<file path="src/rtl/decode_pkg.sv">
// Shared types and helpers for the decode_sweep select decoder / sweep sequencer.
// Optional out-of-range error pulse is enabled by defining DECODE_SWEEP_ERR_EN.
package decode_pkg;

    typedef enum logic {
        IDLE  = 1'b0,
        SWEEP = 1'b1
    } state_t;

    // Ceiling log2 for parameter derivation (returns at least 1 for n >= 2).
    function automatic int clog2_f(input int n);
        int w;
        w = 0;
        for (int i = 0; i < 31; i++) begin
            if ((1 << i) < n) begin
                w = i + 1;
            end
        end
        return w;
    endfunction

endpackage

</file>
<file path="src/rtl/decode_onehot.sv">
// Combinational index-to-one-hot converter; indices at or beyond NUM_OUT
// decode to all-zero.
module decode_onehot #(
    parameter int NUM_OUT = 8,
    parameter int IDX_W   = 4
) (
    input  logic [IDX_W-1:0]   idx_i,
    output logic [NUM_OUT-1:0] onehot_o
);

    always_comb begin
        onehot_o = '0;
        for (int i = 0; i < NUM_OUT; i++) begin
            if (idx_i == IDX_W'(i)) begin
                onehot_o[i] = 1'b1;
            end
        end
    end

endmodule

</file>
<file path="src/rtl/decode_sweep.sv">
// Registered select-to-one-hot decoder with a built-in sweep sequencer.
// Define DECODE_SWEEP_ERR_EN to add the err_o out-of-range select pulse.
module decode_sweep
    import decode_pkg::*;
#(
    parameter  int NUM_OUT = 8,
    localparam int SEL_W   = clog2_f(NUM_OUT)
) (
    input  logic               clk_i,
    input  logic               reset_i,
    input  logic               en_i,
    input  logic [SEL_W-1:0]   sel_i,
    input  logic               sweep_start_i,
    output logic [NUM_OUT-1:0] out_o,
    output logic               busy_o,
    output logic               done_o
`ifdef DECODE_SWEEP_ERR_EN
    ,
    output logic               err_o
`endif
);

    // One extra bit so the terminal index NUM_OUT is representable even
    // when NUM_OUT is a power of two.
    localparam int IDX_W = SEL_W + 1;

    state_t               state_q, state_d;
    logic [IDX_W-1:0]     idx_q, idx_d;
    logic [NUM_OUT-1:0]   out_q, out_d;
    logic                 busy_q, busy_d;
    logic                 done_q, done_d;
    logic [IDX_W-1:0]     dec_idx;
    logic                 dec_en;
    logic [NUM_OUT-1:0]   dec_onehot;
`ifdef DECODE_SWEEP_ERR_EN
    logic                 err_q, err_d;
`endif

    decode_onehot #(
        .NUM_OUT (NUM_OUT),
        .IDX_W   (IDX_W)
    ) u_onehot (
        .idx_i    (dec_idx),
        .onehot_o (dec_onehot)
    );

    always_comb begin
        state_d = state_q;
        idx_d   = idx_q;
        busy_d  = busy_q;
        done_d  = 1'b0;
        dec_idx = '0;
        dec_en  = 1'b0;
`ifdef DECODE_SWEEP_ERR_EN
        err_d   = 1'b0;
`endif
        case (state_q)
            IDLE: begin
                // A sweep request takes priority; a coincident en is dropped.
                if (sweep_start_i) begin
                    state_d = SWEEP;
                    dec_idx = '0;
                    dec_en  = 1'b1;
                    idx_d   = IDX_W'(1);
                    busy_d  = 1'b1;
                end else if (en_i) begin
                    dec_idx = {1'b0, sel_i};
                    dec_en  = 1'b1;
`ifdef DECODE_SWEEP_ERR_EN
                    err_d   = ({1'b0, sel_i} >= IDX_W'(NUM_OUT));
`endif
                end
            end
            SWEEP: begin
                if (idx_q == IDX_W'(NUM_OUT)) begin
                    state_d = IDLE;
                    idx_d   = '0;
                    busy_d  = 1'b0;
                    done_d  = 1'b1;
                end else begin
                    dec_idx = idx_q;
                    dec_en  = 1'b1;
                    idx_d   = idx_q + IDX_W'(1);
                end
            end
            default: begin
                state_d = IDLE;
                idx_d   = '0;
                busy_d  = 1'b0;
            end
        endcase
        out_d = dec_en ? dec_onehot : '0;
    end

    always_ff @(posedge clk_i or posedge reset_i) begin
        if (reset_i) begin
            state_q <= IDLE;
            idx_q   <= '0;
            out_q   <= '0;
            busy_q  <= 1'b0;
            done_q  <= 1'b0;
        end else begin
            state_q <= state_d;
            idx_q   <= idx_d;
            out_q   <= out_d;
            busy_q  <= busy_d;
            done_q  <= done_d;
        end
    end

`ifdef DECODE_SWEEP_ERR_EN
    always_ff @(posedge clk_i or posedge reset_i) begin
        if (reset_i) begin
            err_q <= 1'b0;
        end else begin
            err_q <= err_d;
        end
    end

    assign err_o = err_q;
`endif

    assign out_o  = out_q;
    assign busy_o = busy_q;
    assign done_o = done_q;

endmodule

</file>
<file path="config.mk">
export PLATFORM = sky130hd
export DESIGN_NAME = decode_sweep
export DESIGN_NICKNAME = d
export VERILOG_FILES = /design/src/rtl/decode_pkg.sv /design/src/rtl/decode_onehot.sv /design/src/rtl/decode_sweep.sv
export SDC_FILE = /design/constraint.sdc
export NUM_CORES = 1
export LEC_CHECK = 0
export ABC_AREA = 1
export CAP_MARGIN = 20
export CORE_UTILIZATION = 42
export DETAILED_ROUTE_END_ITERATION = 12
export PLACE_DENSITY = 0.72
export RECOVER_POWER = 25
export REMOVE_ABC_BUFFERS = 1
export SLEW_MARGIN = 15
export SYNTH_ARGS = -nofsm -noshare
export SYNTH_HDL_FRONTEND = slang
export SYNTH_SLANG_ARGS = --single-unit
</file>
<file path="constraint.sdc">
create_clock -name clk_i -period 1.14 [get_ports clk_i]
set_input_delay 0.228 -clock clk_i [delete_from_list [all_inputs] [get_ports clk_i]]
set_output_delay 0.228 -clock clk_i [all_outputs]
set_load 0.01 [all_outputs]
</file>
==> qor.csv <==
stage,metric,value,unit
grt,grt_pass1_vias,578,
timing,tightest_slew,0.368,ns
timing,max_freq,0.871,GHz
drt,route.detailed.wl_per_inst,12.1,µm
drt,first_pass_iters,8,
grt,grt_first_pass_wirelength,2390,µm
synthesis,postSynthCellCount,77,
clock_network,cts_tree,done,
drt,num_vias,595,
setup_path,worstSetupEndpointType,register,
status,outcome,"finished, violations left",
synthesis,synth.distinct_cells,17,
final_layout,mostFrequentLayoutCell,dfrtp_1,
setup_path,path_class,reg2reg,
synthesis,ys_seq_area_share,51.9,%
floorplan,die_h,43.5,µm
setup_path,crit_buf_inv,0,
setup_path,critPathMostFrequentCell,nand2_2,
clock_network,cts_sinks,15,
setup_path,crit_slowest_cell,dfrtp_2,
final_layout,layout_common_cells,"14 x dfrtp_1, 13 x nand2_1, 9 x nor2_1",
floorplan,num_rows,14,
floorplan,dieArea,0.00189,mm²
setup_path,timing.rr.start,state_q,
floorplan,io_pins,17,
place,gp_congestion,0.799,
final_layout,register_area,377,µm²
clock_network,root_buffer,clkbuf_4,
setup_path,cp.arrival,1.36,ns
pwr,power.leakage,0.522,nW
clock_network,clk_path_buf_depth,2,
floorplan,die-width,43.5,µm
flow_run,drv_cap,0,
synthesis,yosys_warnings,0,
timing,relSlewSlack,75.5,%
drt,antenna_left,0,
setup_path,crit_path_start_kind,register,
setup_path,cpPeakStageDelay,0.50,ns
min_path,hold_path.class,in2async,
timing,final_max_slew_viol_count,0,
grt,grt_use_total,18.0,%
timing,rsz0062_at_grt,yes,
grt,antenna_found_initial,0,
floorplan,core_area,0.00156,mm²
place,io_buffers,16,
setup_path,worstPathMaxFanout,8,
timing,holdWs,0.431,ns
final_layout,n_fill_cell,124,
grt,grt_start_max_net_pins,16,
clock_network,htreeDepth,1,
place,dp_hpwl,1020,µm
setup_path,crit_required,1.36,ns
synthesis,ys_ff_latch,15,
drt,initialDrtViolationCount,7,
setup_path,rr_endpoint,out_o[3],
pwr,ir_worst_vdd,1550,µV
final_layout,final_util,66.1,%
final_layout,nNetsFinal,115,
pwr,powerDensity,2500,mW/mm²
final_layout,area_growth,42.4,%
timing,timing.final.crit_share,101,%
drt,drc,2,
timing,setup_slack,-0.00828,ns
clock_network,numCtsBuffers,3,
setup_path,path_cells,nor2_8 -> nand3_2 -> nand2_2 -> nand2_2 -> nor2_1,
drt,vias_per_cell,4.92,
final_layout,drive_gt1_share,37.1,%
final_layout,n_antenna_cell,0,
setup_path,critical_path.top_delay_family,simple AND/OR/NAND/NOR gates,
timing,finalHoldViolations,0,
floorplan,start_util,46.4,%
clock_network,path_clk_slew,0.09,ns
synthesis,syn_area,723,µm²
setup_path,ff2ff_path_depth,5,
grt,grt_overflow_total,0,
final_layout,multi_input_area,360,µm²
timing,skew,0.00295,ns
synthesis,syn_area_per_cell,9.39,µm²
clock_network,insertion_delay,0.29,ns
status,violations,"design-rule violations, negative setup slack",
timing,setup_viol,3,
drt,routed_wl,1460,µm
timing,fin_crit,1.15,ns
setup_path,r2r_setup_slack,-0.008,ns
-- final cells by class --
cell class                      count  area share [%]
Multi-Input combinational cell     50            35.0
Tap cell                           16            1.94
Sequential cell                    15            36.6
Timing Repair Buffer               25            19.9
Clock buffer                        4            2.55
Inverter                           11            4.01
-- Yosys cell counts --
cell / instances / area [µm²]
nor2_1: 9 / 33.8
nor2_8: 1 / 20.0
inv_2: 3 / 11.3
buf_6: 1 / 11.3
nand3_1: 4 / 20.0
a21boi_2: 1 / 11.3
o21ai_0: 5 / 25.0
nand4_1: 1 / 6.26
nand2_2: 2 / 12.5
dfrtp_1: 15 / 375
a21oi_4: 1 / 16.3
o22ai_1: 2 / 12.5
ha_1: 2 / 25.0
nand2_1: 17 / 63.8
nand3_2: 4 / 40.0
xnor2_1: 1 / 8.76
inv_1: 8 / 30.0
-- where the power goes --
part | switching [W] | total, W | internal, W | leakage, nW
combinational | 0.000758 | 0.00137 | 0.000614 | 0.316
clock | 0.000176 | 0.000312 | 0.000136 | 0.0150
sequential | 0.000162 | 0.000895 | 0.000732 | 0.191
total | 0.00110 | 0.00258 | 0.00148 | 0.522
-- worst max-delay path by stage --
stage	slack, ns	end	start	cells past startpoint
2_1_floorplan	-0.05	out_o[4]	idx_q[0]	6
3_3_place_gp	-0.22	out_o[0]	sweep_start_i	6
3_5_place_dp	-0.25	out_o[0]	sweep_start_i	6
4_1_cts	0.002	out_o[6]	state_q	5
5_1_grt	-0.09	out_o[0]	idx_q[1]	7
6_report	-0.008	out_o[3]	state_q	5
-- state kept, by name (all words and copies together), names as in the netlist --
register and cells:
done_o 1, idx_q 4, out_o 8, state_q 1
busy_o 1
-- metrics by stage --
step / power [W] / setup slack (ns) / area [µm²] / setup TNS (ns) / instances
4_1_cts: 0.00246 / 0.00178 / 1010 / 0 / 119
5_1_grt: 0.00279 / -0.0879 / 1030 / -0.668 / 121
3_3_place_gp: 0.00204 / -0.222 / 937 / -2.13 / 114
6_report: 0.00258 / -0.00828 / 1030 / -0.0149 / 121
2_1_floorplan: 0.00159 / -0.0493 / 712 / -0.324 / 76
3_5_place_dp: 0.00208 / -0.253 / 937 / -2.43 / 114
-- tightest hold or removal path, stage by stage --
cell and delay (ns):
dlygate4sd3_1 0.53, inv_1 0.05, clkbuf_2 0.32
-- routing by layer --
layer  vias to the layer above  wire [µm]  GRT usage [%]
met5                         -          0              0
met4                         0         40           9.38
met3                         4         53           3.75
met2                        16        692           31.2
met1                       274        674           20.8
li1                        301          -              -
-- cells by family after synthesis --
logic type	count (synthesis)	share of synthesized area, %
AND/OR/NAND/NOR	38	27.2
flip-flops	15	51.9
buffers and inverters	12	7.27
AO/OA/AOI/OAI	9	9.00
adder cells (fa/ha/maj)	2	3.46
XOR/XNOR	1	1.21
-- repair_timing --
| action | 4_1_cts | 5_1_grt |
|---|---|---|
| pin swaps | 4 | 5 |
| gates resized for setup | 29 | 13 |
| buffers inserted | 1 | 2 |
| hold buffers | 0 | 0 |
| endpoints found under the setup margin | 18 | 13 |
No activity file was read; power rests on OpenSTA's default activity.
